===== src/rtl/se_sram_master.sv =====
// se_sram_master: valid/ready client front-end for a single-port SRAM with
// byte write enables, one-cycle read latency and a 4-deep response FIFO.
// Ports: sram_clock, sram_reset (sync, active-high); req_* request channel;
// rsp_* in-order read response channel; busy (zero-fill engine running);
// sram_* registered SRAM request outputs and sram_read_data (SRAM data_out).
// Build option: define SE_SRAM_MASTER_CLEAR_EN to zero-fill the whole array
// after every reset before any client access is accepted.
module se_sram_master #(
    parameter int address_width = 14,
    parameter int data_width    = 32,
    localparam int be_width     = data_width / 8
) (
    input  logic                     sram_clock,
    input  logic                     sram_reset,
    input  logic                     req_valid,
    output logic                     req_ready,
    input  logic                     req_read_not_write,
    input  logic [address_width-1:0] req_address,
    input  logic [data_width-1:0]    req_write_data,
    input  logic [be_width-1:0]      req_byte_enable,
    output logic                     rsp_valid,
    input  logic                     rsp_ready,
    output logic [data_width-1:0]    rsp_data,
    output logic                     busy,
    output logic                     sram_select,
    output logic                     sram_read_not_write,
    output logic [address_width-1:0] sram_address,
    output logic [be_width-1:0]      sram_write_enable,
    output logic [data_width-1:0]    sram_write_data,
    input  logic [data_width-1:0]    sram_read_data
);

    logic                     run;
    logic                     accept;
    logic                     read_on_sram;
    logic                     read_pending_q;
    logic [2:0]               used;

    logic                     sel_d;
    logic                     rnw_d;
    logic [address_width-1:0] addr_d;
    logic [be_width-1:0]      we_d;
    logic [data_width-1:0]    wd_d;

    logic [data_width-1:0]    fifo_mem [4];
    logic [1:0]               wr_ptr_q;
    logic [1:0]               rd_ptr_q;
    logic [2:0]               count_q;
    logic                     push;
    logic                     pop;

`ifdef SE_SRAM_MASTER_CLEAR_EN
    typedef enum logic {
        ST_CLEAR,
        ST_RUN
    } state_t;

    localparam logic [address_width-1:0] ADDR_ONE = 1;

    state_t                   state_q;
    state_t                   state_d;
    logic [address_width-1:0] clear_addr_q;
    logic                     clear_last;

    assign clear_last = (clear_addr_q == {address_width{1'b1}});

    always_comb begin
        state_d = state_q;
        unique case (state_q)
            ST_CLEAR: if (clear_last) state_d = ST_RUN;
            ST_RUN:   state_d = ST_RUN;
        endcase
    end

    always_ff @(posedge sram_clock) begin
        if (sram_reset) begin
            state_q      <= ST_CLEAR;
            clear_addr_q <= '0;
        end else begin
            state_q <= state_d;
            if (state_q == ST_CLEAR)
                clear_addr_q <= clear_addr_q + ADDR_ONE;
        end
    end

    assign run  = (state_q == ST_RUN);
    assign busy = (state_q == ST_CLEAR);
`else
    assign run  = 1'b1;
    assign busy = 1'b0;
`endif

    // Every read in flight holds a FIFO slot from acceptance until it is
    // popped, so the FIFO can never overflow.
    assign read_on_sram = sram_select && sram_read_not_write;
    assign used = {2'b00, read_on_sram} + {2'b00, read_pending_q} + count_q;
    assign req_ready = run && !sram_reset && (used < 3'd4);
    assign accept = req_valid && req_ready;

    always_comb begin
        sel_d  = 1'b0;
        rnw_d  = 1'b1;
        addr_d = sram_address;
        we_d   = '0;
        wd_d   = sram_write_data;
`ifdef SE_SRAM_MASTER_CLEAR_EN
        if (state_q == ST_CLEAR) begin
            sel_d  = 1'b1;
            rnw_d  = 1'b0;
            addr_d = clear_addr_q;
            we_d   = '1;
            wd_d   = '0;
        end else
`endif
        if (accept) begin
            sel_d  = 1'b1;
            rnw_d  = req_read_not_write;
            addr_d = req_address;
            we_d   = req_read_not_write ? '0 : req_byte_enable;
            wd_d   = req_write_data;
        end
    end

    always_ff @(posedge sram_clock) begin
        if (sram_reset) begin
            sram_select         <= 1'b0;
            sram_read_not_write <= 1'b1;
            sram_address        <= '0;
            sram_write_enable   <= '0;
            sram_write_data     <= '0;
            read_pending_q      <= 1'b0;
        end else begin
            sram_select         <= sel_d;
            sram_read_not_write <= rnw_d;
            sram_address        <= addr_d;
            sram_write_enable   <= we_d;
            sram_write_data     <= wd_d;
            read_pending_q      <= read_on_sram;
        end
    end

    // Read data is valid the cycle after the select; capture it then.
    assign push      = read_pending_q;
    assign pop       = rsp_valid && rsp_ready;
    assign rsp_valid = (count_q != 3'd0);
    assign rsp_data  = fifo_mem[rd_ptr_q];

    always_ff @(posedge sram_clock) begin
        if (sram_reset) begin
            wr_ptr_q <= '0;
            rd_ptr_q <= '0;
            count_q  <= '0;
            for (int i = 0; i < 4; i++)
                fifo_mem[i] <= '0;
        end else begin
            if (push) begin
                fifo_mem[wr_ptr_q] <= sram_read_data;
                wr_ptr_q           <= wr_ptr_q + 2'd1;
            end
            if (pop)
                rd_ptr_q <= rd_ptr_q + 2'd1;
            count_q <= count_q + {2'b00, push} - {2'b00, pop};
        end
    end

endmodule


===== config.mk =====
export PLATFORM = sky130hd
export DESIGN_NAME = se_sram_master
export DESIGN_NICKNAME = d
export VERILOG_FILES = /design/src/rtl/se_sram_master.sv
export SDC_FILE = /design/constraint.sdc
export NUM_CORES = 1
export LEC_CHECK = 0
export CAP_MARGIN = 20
export CORE_ASPECT_RATIO = 0.7
export CORE_MARGIN = 2
export CORE_UTILIZATION = 30
export DETAILED_ROUTE_END_ITERATION = 8
export GPL_TIMING_DRIVEN = 0
export PLACE_DENSITY = 0.6
export SLEW_MARGIN = 20
export SYNTH_ARGS = -nofsm -noshare
export SYNTH_HDL_FRONTEND = slang
export SYNTH_SLANG_ARGS = --single-unit

===== constraint.sdc =====
create_clock -name sram_clock -period 2.57 [get_ports sram_clock]
set_input_delay 0.514 -clock sram_clock [delete_from_list [all_inputs] [get_ports sram_clock]]
set_output_delay 0.514 -clock sram_clock [all_outputs]
set_load 0.03 [all_outputs]

==> results_dict.tcl <==
set metrics [dict create \
    status "complete, no violations" \
    place.port_buffers 171 \
    end_kind "output port" \
    skew_ns 0.0106 \
    ant_nets 0 \
    htreeDepth 4 \
    dp_hpwl_um 13000 \
    fin_crit_ns 2.48 \
    drt_iter0_markers 275 \
    totalPowerFinal_mw 8.77 \
    clockBufferDepth 2 \
    wl_met1_um 8830 \
    grt_max_degree 33 \
    crit_type "reg -> out" \
    cts_tree "done" \
    nets 893 \
    ir_drop_v 0.000581 \
    core_um2 26600 \
    layoutNonFillerInstCount 1180 \
    dp_slack_ns -0.644 \
    die_area_um2 28200 \
    clock_sinks 190 \
    grt_pass1_vias 5378 \
    cts_made_buffers 17 \
    p_per_area_nw_per_um2 805 \
    r2r_start "push$_SDFF_PP0_" \
    routed_wl_um 19200 \
    setup_tns_ns 0 \
    synth.distinct_cells 34 \
    crit_path_start_kind "flip-flop" \
    slew_violations 0 \
    first_pass_iters 4 \
    p_leak_nw 4.19 \
    area_growth_pct 35.2 \
    finalWeightedCongestion 0.710 \
    fmax_mhz 403 \
    met3_length_um 1330 \
    placed_cell_area_um2 10300 \
    fin_crit_sh 0.965 \
    synthTopCellsByArea "edfxtp_1 48%, dfxtp_1 15%, mux4_2 8.9%, nand2b_1 7.3%, mux2i_1 5.7%" \
    final_cell_area_um2 10900 \
    syn_avg_cell_area_um2 13.2 \
    via_per_inst 4.29 \
    worstPathRequired_ns 2.06 \
    fp.dieH_um 141 \
    fin_util 0.410 \
    setup_ws_ns 0.0894 \
    placed_cells 1148 \
    ctsRootBufferMaster "clkbuf_16" \
    clock_latency_ns 0.44 \
    track_usage 0.143 \
    syn_area_um2 8050 \
    hold_viol_final 0 \
    dr_wl_met2_um 8750 \
    synth.net_count 702 \
    grt_pass1_wl_um 29800 \
    synth-seq-cells 190 \
    hp-class "reg -> reg" \
    arrival_ns 1.97 \
    drv_cap 0 \
    cp_max_fo 10 \
    relSlewSlack 0.513 \
    rsz0062_at_grt "yes" \
    rows 50 \
    cts.clk_slew.worst_paths_ns 0.07 \
    fp.dieW_um 200 \
    grt_remaining_overflow 0 \
    layout-drive-gt1-share 0.110 \
    ys_warn_count 0 \
    drcViolationCount 0 \
    start_util 0.303 \
    finalSetupViolCount 0 \
    worst_hold_slack_ns 0.472 \
    antenna_found_initial 1 \
    wl_per_cell_um 16.3 \
    highest_layer "met4" \
    io_pins 174 \
    yosys.area.top_type "edfxtp_1" \
    via_count 5058 \
    worst_pin_slew_ns 0.724 \
    cts-hold-fix-buffers 0 \
    synthCells 611 \
    yosysTopAreaCellShare 0.477 \
    ys_seq_area_frac 0.631 \
    min_from "sram_address[11]$_SDFFE_PP0P_" \
]
[metal layers]
layer,global-route usage,vias up
li1,-,2477
met1,0.184,2421
met2,0.226,139
met3,0.0483,21
met4,0.0507,0
met5,0,-
[critical path, cell delays in order (launching register included)]
cell             delay (ns)
dfxtp_4                0.41
buf_8                  0.19
mux4_2                 0.56
clkdlybuf4s15_1        0.36
[sequential cells by signal (all words and copies together) (netlist names), 2 cells and up, named ones only]
| register | count |
|---|---|
| sram_write_enable | 4 |
| rd_ptr_q | 2 |
| wr_ptr_q | 2 |
| sram_address | 14 |
| fifo_mem | 128 |
| count_q | 3 |
| sram_write_data | 32 |
[logic make-up (layout without fill, tap and decap cells)]
kind of cell	after synthesis	in the layout	share of synthesized area
AND/OR/NAND/NOR	248	248	0.160
XOR/XNOR	5	5	0.00544
flip-flops	190	190	0.631
AO/OA/AOI/OAI	9	9	0.00994
other	1	2	0.000466
adder cells (fa/ha/maj)	4	4	0.00715
multiplexers	78	78	0.147
buffers and inverters	76	280	0.0388
[path summary, 6_finish.rpt]
| kind | to | slack (ns) | depth (start not counted) |
|---|---|---|---|
| setup reg to reg | fifo_mem[0][11]$_SDFFCE_PN0P_ | 0.32 | 4 |
| setup / recovery | rsp_data[22] | 0.09 | 3 |
| hold / removal | sram_address[11]$_SDFFE_PP0P_ | 0.47 | 2 |
| hold reg to reg | sram_address[11]$_SDFFE_PP0P_ | 0.47 | 2 |
[cells in the final DEF (no fill, tap or decap), types with 8 or more instances in the layout]
master and n:
and2_1 35, buf_4 8, clkbuf_1 25, clkbuf_16 17, clkdlybuf4s50_1 138, dfxtp_1 61, dlygate4sd2_1 28, edfxtp_1 128
inv_1 35, mux2i_1 46, mux4_2 32, nand2_1 34, nand2b_1 94, nor2_1 72
[report_power, final]
group | internal (mW) | switching (mW) | leakage, nW
registers | 3.51 | 0.150 | 1.83
logic | 1.12 | 1.36 | 2.08
clock network | 1.39 | 1.24 | 0.276
total | 6.02 | 2.75 | 4.19
[layout make-up]
class,count,area [µm²]
diodes,1,2.50
well taps,364,455
repair buffers,173,1720
clock buffers,19,443
plain buffers,39,215
fillers,2546,15700
flip-flops and latches,190,5090
clock inverters,13,131
inverters,36,135
multi-input cells,345,2700
[what timing repair did]
action                                  4_1_cts  5_1_grt
setup buffers                                 0        0
resized for setup                            56        8
endpoints found under the setup margin       97        8
hold endpoints to repair                      0        0
[Yosys cell counts]
master	count
buf_1	3
clkbuf_1	27
nor2b_1	4
ha_1	3
nor2_1	72
dfxtp_1	62
buf_4	6
and3_1	4
nor3_1	1
nand2b_1	94
edfxtp_1	128
o311ai_0	1
fa_1	1
o31a_1	1
and2_1	35
a221oi_1	1
a31o_2	1
inv_1	35
nor4_2	1
mux4_2	32
nand2_1	34
conb_1	1
or2_2	1
mux2i_1	46
nand3_1	1
xor2_1	3
o21bai_1	2
buf_2	4
a21o_1	1
xnor2_1	2
a221oi_2	1
inv_2	1
or3_1	1
a21boi_1	1
Note: power is estimated with default switching activity, not from simulation.
==> edit 1: new RTL, config.mk and constraints unchanged <==
Add a define of `SE_SRAM_MASTER_CLEAR_EN`.
--- a/src/rtl/se_sram_master.sv
+++ b/src/rtl/se_sram_master.sv
@@ -5,6 +5,8 @@
 // sram_* registered SRAM request outputs and sram_read_data (SRAM data_out).
 // Build option: define SE_SRAM_MASTER_CLEAR_EN to zero-fill the whole array
 // after every reset before any client access is accepted.
+`define SE_SRAM_MASTER_CLEAR_EN
+
 module se_sram_master #(
     parameter int address_width = 14,
     parameter int data_width    = 32,
Function: changed (a bounded check fails within 4 cycles, from zero or initial values and one cycle with sram_reset high).
==> edit 1 against the unedited design <==
- wire length rose by 16%
- design area rose by 7.1%
- area after synthesis grew 7.5%
- power shrank 0.41%
- critical path depth did not move
- sequential cell count grew 15
- count of clock-buffer cells in the layout up 8
- setup slack got worse by 0.016 ns
- cell count grew 7.5%
- core utilization rose by 0.58 points
- critical path type unchanged
- critical endpoint is now rsp_data[8]
- largest cell class unchanged
- largest power group unchanged
==> edit 1: results <==
metrics = {
    "final_layout": {
        "fin_util_pct": 41.5,
        "nonClkBufAreaFrac_pct": 16.7,
        "fill_cells": 2716,
        "inverters_excl_clock": 5,
        "multi_input_area_share_pct": 26.6,
        "largest_registers": "fifo_mem: 128 flops, sram_write_data: 32 flops",
        "seq_cells": 205,
        "clock_buffers": 27,
        "fin_cells": 1269,
    },
    "pwr": {
        "p_clk_w": 0.00326,
        "p_leak_nw": 4.00,
        "pg_comb_w": 0.00175,
        "peakVddDrop_mv": 0.493,
    },
    "yosys": {
        "syn-num-nets": 775,
        "synthTopCellsByArea": "edfxtp_1, dfxtp_1, and2_1",
        "synth_cells": 683,
        "ys_top_cells_by_count": "and2_1, edfxtp_1, dfxtp_1",
    },
    "placed_design": {
        "post-place-ws_ns": -0.478,
        "gp_congestion": 0.767,
        "io_buffers": 172,
        "dpl.hpwl_um": 14700,
        "place_inst": 1227,
        "place_area_mm2": 0.0109,
    },
    "run_status": {
        "status": "completed",
    },
    "clock_network": {
        "clkLatencyLatePin_ns": 0.51,
        "htreeDepth": 1,
    },
    "worst_hold_path": {
        "min_from": "sram_write_data[25]$_SDFFE_PP0P_",
    },
    "detailed_routing": {
        "drt_iter0_markers": 253,
        "dr_wl_met3_um": 1610,
        "wl_met1_um": 10300,
        "via_per_inst": 4.67,
        "wl_um": 22200,
        "route.met2.wl_um": 9990,
    },
    "grt": {
        "groute.usage.overall_pct": 14.6,
        "grt_pass1_wl_um": 34900,
        "use_met2_pct": 22.4,
        "grt_antenna_before_repair": 0,
    },
    "sta": {
        "finClkSkew_ns": 0.0106,
        "period_share_pct": 97.1,
    },
    "worst_setup_path": {
        "regToRegSetupSlack_ns": 0.21,
        "reg2reg_to": "sram_address[9]$_SDFFE_PP0P_",
    },
    "floorplan": {
        "die_width_um": 207,
    },
}
## edit 1: changes by cell type after synthesis, sizes merged, moves of 26 or more
cell and change:
mux2i -45, inv -31, nand2b -92, a21oi +36, o21ai +48, nand2 -26, nor2 -37, and2 +95
nand3 +48
## edit 1: cells by family after synthesis
| logic type | share of synthesized area [%] |
|---|---|
| flip-flops | 62.2 |
| AND/OR/NAND/NOR | 16.4 |
| AO/OA/AOI/OAI | 7.66 |
| XOR/XNOR | 1.72 |
| multiplexers | 8.44 |
| buffers and inverters | 2.70 |
| adder cells (fa/ha/maj) | 0.810 |
## edit 1: timing repair
item,4_1_cts,5_1_grt
buffers inserted,2,2
endpoints found under the setup margin,99,137
resized for setup,88,51
pin swaps,1,2
## edit 1: worst max-delay path: stages (launching register included)
cell and delay [ns]:
dfxtp_4 0.42, buf_8 0.19, mux4_2 0.50, clkdlybuf4s15_1 0.35
==> edit 2: new RTL, same flow settings <==
Made on the original files. Take the reset off `sram_address` and `sram_write_data` and load them in a clocked block of their own.
--- a/src/rtl/se_sram_master.sv
+++ b/src/rtl/se_sram_master.sv
@@ -125,18 +125,19 @@
         if (sram_reset) begin
             sram_select         <= 1'b0;
             sram_read_not_write <= 1'b1;
-            sram_address        <= '0;
             sram_write_enable   <= '0;
-            sram_write_data     <= '0;
             read_pending_q      <= 1'b0;
         end else begin
             sram_select         <= sel_d;
             sram_read_not_write <= rnw_d;
-            sram_address        <= addr_d;
             sram_write_enable   <= we_d;
-            sram_write_data     <= wd_d;
             read_pending_q      <= read_on_sram;
         end
+    end
+
+    always_ff @(posedge sram_clock) begin
+        sram_address    <= addr_d;
+        sram_write_data <= wd_d;
     end
 
     // Read data is valid the cycle after the select; capture it then.
Function: differs if sram_reset is asserted again (counterexample within 4 cycles, from zero or initial values and one cycle with sram_reset high); with sram_reset held inactive, the same outputs for 10 cycles.
==> edit 2 against the unedited design <==
- setup slack lost 0.0095 ns
- area after synthesis down 7.7%
- wire length decreased by 7.9%
- sequential cell count stayed put
- power down 4.0%
- combinational power decreased by 17%
- worst hold slack better by 0.063 ns
- design area shrank 5.9%
- critical path depth stayed put
- critical path type unchanged
- largest cell class unchanged
- highest routed layer unchanged
==> edit 2: results <==
metrics = {
    "final_layout": {
        "inverters_excl_clock": 38,
        "clk_share_pct": 5.82,
        "antenna_cells": 0,
        "clock_buffers": 17,
        "multi_input_cells": 207,
        "fin_cells": 988,
        "post_route_cells_drive_above_1_share_pct": 15.4,
        "fill_cells": 2240,
        "nNonClkBuffers": 196,
    },
    "run_status": {
        "status": "completed",
    },
    "pwr": {
        "p_leak_nw": 3.83,
        "p_switching_w": 0.00252,
    },
    "yosys": {
        "ys_top_cells_by_count": "edfxtp_1, nor2_1, inv_1",
        "syn-num-nets": 548,
        "synth_fa_ha_area_share_pct": 0.774,
        "synthTopCellsByArea": "edfxtp_1, mux4_2, dfxtp_1",
        "synth_compound_area_share_pct": 1.04,
        "syn_area_per_cell_um2": 16.3,
        "ys_seq_area_share_pct": 74.6,
        "synth_edf_count": 174,
    },
    "worst_setup_path": {
        "path_delay_family": "buffers and inverters",
        "regToRegSetupSlack_ns": 0.23,
        "r2r_cells": 3,
    },
    "placed_design": {
        "place_inst": 956,
        "dpl.hpwl_um": 11900,
        "gp_congestion": 0.734,
    },
    "grt": {
        "grt_antenna_before_repair": 0,
        "use_met3_pct": 3.24,
        "groute.usage.overall_pct": 14.3,
    },
    "detailed_routing": {
        "drt_iter0_markers": 246,
        "wl_met1_um": 7730,
    },
}
## edit 2: cell types whose count changed after synthesis, sizes merged, moves of 2 or more
cell	change
nor3b	+4
dfxtp	-46
edfxtp	+46
mux2i	-46
and3	-3
nand2b	-91
clkbuf	-16
a221oi	-2
## edit 2: metrics by stage
stage                     instance area (µm²)  hold slack, ns  setup TNS [ns]  total power, W
after floorplan                          7450           0.485               0         0.00506
after global placement                   9580           0.517          -73.10         0.00593
after detailed placement                 9650           0.515          -30.83         0.00597
after CTS                               10200           0.544         -0.0501         0.00851
after global routing                    10200           0.584        -0.00118         0.00878
final                                   10200           0.535               0         0.00841
## edit 2: worst max-delay path by stage
stage / start / endpoint
after floorplan: sram_read_not_write$_SDFF_PP1_ / sram_address[0]$_DFFE_PP_
after global placement: push$_SDFF_PP0_ / fifo_mem[1][15]$_SDFFCE_PN0P_
after detailed placement: sram_reset / sram_address[7]$_DFFE_PP_
after CTS: register / rsp_data[11]
after global routing: register / rsp_data[28]
final: register / rsp_data[29]
